`src/rtl/fetch_unit.sv`:
```
// Instruction fetch stage: PC register, IROM addressing and an in-order
// {pc, instr} queue drained by decode through a valid/ready handshake.
module fetch_unit #(
  parameter int AW    = 5,
  parameter int W     = 32,
  parameter int DEPTH = 4
) (
  input  logic                     clk,
  input  logic                     reset,
  output logic [AW-1:0]            irom_addr,
  input  logic [W-1:0]             irom_data,
  input  logic                     redirect,
  input  logic [AW-1:0]            redirect_pc,
  output logic                     out_valid,
  input  logic                     out_ready,
  output logic [W-1:0]             out_instr,
  output logic [AW-1:0]            out_pc,
  output logic [$clog2(DEPTH):0]   q_count
);

  localparam int PW = $clog2(DEPTH);
  localparam logic [PW:0]   FULL    = (PW+1)'(DEPTH);
  localparam logic [PW:0]   CNT_ONE = (PW+1)'(1);
  localparam logic [PW-1:0] PTR_ONE = PW'(1);
  localparam logic [AW-1:0] PC_ONE  = AW'(1);

  logic [AW-1:0] pc;
  logic [PW-1:0] head;
  logic [PW-1:0] tail;
  logic [PW:0]   count;
  logic          pop;
  logic          push;

  logic [AW-1:0] ent_pc    [DEPTH];
  logic [W-1:0]  ent_instr [DEPTH];

  always_comb begin
    pop  = out_valid & out_ready;
    push = !redirect & ((count < FULL) | pop);
  end

  // Redirect outranks push and pop: a same-cycle pop is simply flushed.
  always_ff @(posedge clk or negedge reset) begin
    if (!reset) begin
      pc    <= '0;
      head  <= '0;
      tail  <= '0;
      count <= '0;
    end else if (redirect) begin
      pc    <= redirect_pc;
      head  <= '0;
      tail  <= '0;
      count <= '0;
    end else begin
      if (push) begin
        pc   <= pc + PC_ONE;
        tail <= tail + PTR_ONE;
      end
      if (pop) head <= head + PTR_ONE;
      case ({push, pop})
        2'b10:   count <= count + CNT_ONE;
        2'b01:   count <= count - CNT_ONE;
        default: count <= count;
      endcase
    end
  end

  // Payload storage needs no reset; visibility is gated by count.
  always_ff @(posedge clk) begin
    if (reset && push) begin
      ent_pc[tail]    <= pc;
      ent_instr[tail] <= irom_data;
    end
  end

  always_comb begin
    irom_addr = pc;
    q_count   = count;
    out_valid = (count != '0);
    out_instr = out_valid ? ent_instr[head] : '0;
    out_pc    = out_valid ? ent_pc[head] : '0;
  end

endmodule

```
`config.mk`:
```
export PLATFORM = sky130hd
export DESIGN_NAME = fetch_unit
export DESIGN_NICKNAME = d
export VERILOG_FILES = /design/src/rtl/fetch_unit.sv
export SDC_FILE = /design/constraint.sdc
export NUM_CORES = 1
export LEC_CHECK = 0
export ABC_AREA = 1
export CAP_MARGIN = 10
export CORE_MARGIN = 8
export CORE_UTILIZATION = 31
export CTS_BUF_LIST = sky130_fd_sc_hd__clkbuf_16
export CTS_CLUSTER_SIZE = 28
export DETAILED_ROUTE_END_ITERATION = 8
export GPL_TIMING_DRIVEN = 0
export PLACE_DENSITY = 0.61
export REMOVE_ABC_BUFFERS = 1
export SLEW_MARGIN = 20
export SYNTH_ARGS = -nofsm -noshare
export SYNTH_HDL_FRONTEND = slang
export SYNTH_SLANG_ARGS = --single-unit
export TNS_END_PERCENT = 10
```
`constraint.sdc`:
```
create_clock -name clk -period 2.71 [get_ports clk]
set_clock_uncertainty 0.05 [all_clocks]
set_input_delay 0.271 -clock clk [delete_from_list [all_inputs] [get_ports clk]]
set_output_delay 0.271 -clock clk [all_outputs]
set_load 0.01 [all_outputs]
```
==> impl_metrics.json <==
{
  "gp_congestion": 0.695,
  "cp_top_family": "buffers and inverters",
  "drt_iter0_drc": 266,
  "drt_wl_total_mm": 15.5,
  "ios": 87,
  "netlist_top_cells_area": "edfxtp_1 (65%), nand2_1 (14%), inv_1 (4.7%)",
  "antenna_found_initial": 0,
  "root_buffer": "clkbuf_16",
  "vias": 4481,
  "cellPowerDensity_mw_per_mm2": 944,
  "seq_area_frac_synth": 0.691,
  "cts_made_buffers": 17,
  "post-route-util": 0.403,
  "htreeDepth": 4,
  "cts_tree": "done",
  "rows": 54,
  "die_x_um": 165,
  "insertion_delay_ns": 0.42,
  "tns_ns": 0,
  "portBuffers": 86,
  "finalHoldViolations": 0,
  "instances_no_fill": 1027,
  "dr.pass1.iters": 4,
  "critPathMaxStageDelay_ns": 0.59,
  "num_antenna_cells": 0,
  "area_growth_pct": 27.8,
  "grt_pass1_vias": 4390,
  "clk_pin_slew_ns": 0.06,
  "relSlewSlack": 0.541,
  "p_leak_nw": 3.61,
  "critical_path_class": "reg2out",
  "finalSetupViolCount": 0,
  "grt_pass1_wl_mm": 24.4,
  "drt-wirelength-per-cell_um": 15.1,
  "tightestPinTransition_ns": 0.686,
  "crit_required_ns": 2.39,
  "synthCells": 647,
  "syn-cell-area_mm2": 0.00687,
  "ys_warn_count": 0,
  "drc": 0,
  "fill_cells": 2059,
  "finalCritPeriodShare": 0.969,
  "min_path_type": "in2async",
  "grt_start_max_net_pins": 45,
  "status": "finished clean",
  "die_y_um": 165,
  "maxCapViolCount": 0,
  "overflow": 0,
  "ir_worst_vdd_uv": 617,
  "clock_sinks": 160,
  "slew_viol_final": 0,
  "synthDistinctLibCells": 22,
  "start_util": 0.316,
  "syn_avg_cell_area_um2": 10.6,
  "synth.top_cell.area_share": 0.647,
  "ys_ff_latch": 160,
  "dieArea_mm2": 0.0272,
  "start_kind": "register",
  "yosys.area.top_type": "edfxtp_1",
  "final_area_mm2": 0.00877,
  "rsz0062_at_grt": "yes",
  "cp_slowest_cell": "dfrtp_4",
  "critPathArrivalTime_ns": 2.30,
  "layout.nets": 781,
  "max_freq_ghz": 0.381,
  "ant_nets": 0,
  "track_usage": 0.120,
  "via_per_inst": 4.36,
  "cp-end-kind": "output port",
  "core_mm2": 0.0218,
  "critPathMaxFanout": 37,
  "layout-drive-gt1-share": 0.0723,
  "clockBufferDepth": 2,
  "cp.buffers_inverters": 3,
  "hpwl_mm": 8.82,
  "cp_cell_sequence": "buf_16 > inv_16 > nand3_1 > a21oi_1 > clkdlybuf4s50_1",
  "dpl.cell_count": 991,
  "place_area_mm2": 0.00806,
  "min_period_ns": 2.63
}
[per-layer routing]
metal,part of all wire,wire (um),global-route usage
met1,0.46,7080,0.153
met2,0.49,7680,0.196
met3,0.042,648,0.0312
met4,0.0088,137,0.0385
met5,0,0,0
[cells in the mapped netlist, drive strengths merged]
| master | instances |
|---|---|
| ha | 5 |
| a21boi | 2 |
| clkbuf | 3 |
| nand3 | 47 |
| fa | 1 |
| nor2 | 10 |
| inv | 91 |
| nand2 | 255 |
| edfxtp | 148 |
| dfrtp | 12 |
| o21bai | 1 |
| a21oi | 37 |
| o21ai | 2 |
| nand4 | 4 |
| buf | 25 |
| o211ai | 2 |
| xor2 | 2 |
[kinds of logic after synthesis]
kind of cell,after synthesis,share of synthesized area
flops,160,0.691
simple gates,316,0.184
compound gates,44,0.0339
fa+ha+maj,6,0.0120
xor+xnor,2,0.00255
buf+inv,119,0.0769
[path summary, 6_finish.rpt]
path                                startpoint               to  slack [ns]  depth (start not counted)
worst max register to register      q_count[2]  ent_instr[0][0]        0.33                          6
max in group asynchronous                reset          head[0]        1.95                          1
worst max-delay path                   head[1]     out_instr[0]        0.08                          5
worst min-delay path                     reset       q_count[2]        0.19                          1
min in group clk                redirect_pc[2]     irom_addr[2]        0.39                          3
worst min register to register         tail[0]          tail[0]        0.52                          1
[report_power, final]
part / internal (mW) / switching [mW] / total [mW]
registers: 2.93 / 0.135 / 3.06
logic: 1.19 / 1.59 / 2.77
clock network: 1.46 / 0.984 / 2.45
[layout make-up]
cell class                 instances  area, um^2  share of cell area
timing repair buffer              95        1040               0.119
inverter                          91         387              0.0441
clock buffer                      17         425              0.0485
clock inverter                    15         184              0.0210
timing repair inverter             1        11.3             0.00128
tap                              280         350              0.0399
sequential                       160        4750               0.542
multi-input combinational        368        1620               0.185
[layout by cell type, fill, tap and decap left out, types with 2 or more instances in the layout]
cell type and count:
nand2_1 254, edfxtp_1 148, inv_1 86, clkdlybuf4s50_1 82
nand3_1 47, a21oi_1 37, clkbuf_16 17, dfrtp_1 10
nor2_1 5, ha_1 5, nor2_4 4, nand4_1 4
buf_12 4, dlymetal6s2s_1 4, bufinv_16 3, inv_8 3
clkinvlp_4 3, inv_2 2, o211ai_1 2, a21boi_0 2
xor2_1 2, clkinv_2 2, clkinv_4 2, inv_6 2
dfrtp_4 2, buf_16 2
[sequential cells by signal (all words and copies together) (netlist names)]
| signal | cells |
|---|---|
| irom_addr | 5 |
| ent_instr | 128 |
| head | 2 |
| tail | 2 |
| q_count | 3 |
| ent_pc | 20 |
[stage by stage]
step	hold WS [ns]	power (mW)	setup WS [ns]
after floorplan	-0.0746	4.39	-0.346
after global placement	0.500	5.78	-2.82
after detailed placement	0.509	5.83	-0.319
after CTS	0.183	8.42	0.0170
after global routing	0.211	8.79	-0.0729
final	0.195	8.28	0.0842
[what timing repair did]
item,in CTS,in global routing
pin swaps,0,0
buffers inserted,3,0
cloned,1,0
setup endpoints to repair,37,21
hold buffers,0,0
gates resized for setup,11,7
No activity file was read; power rests on OpenSTA's default activity.
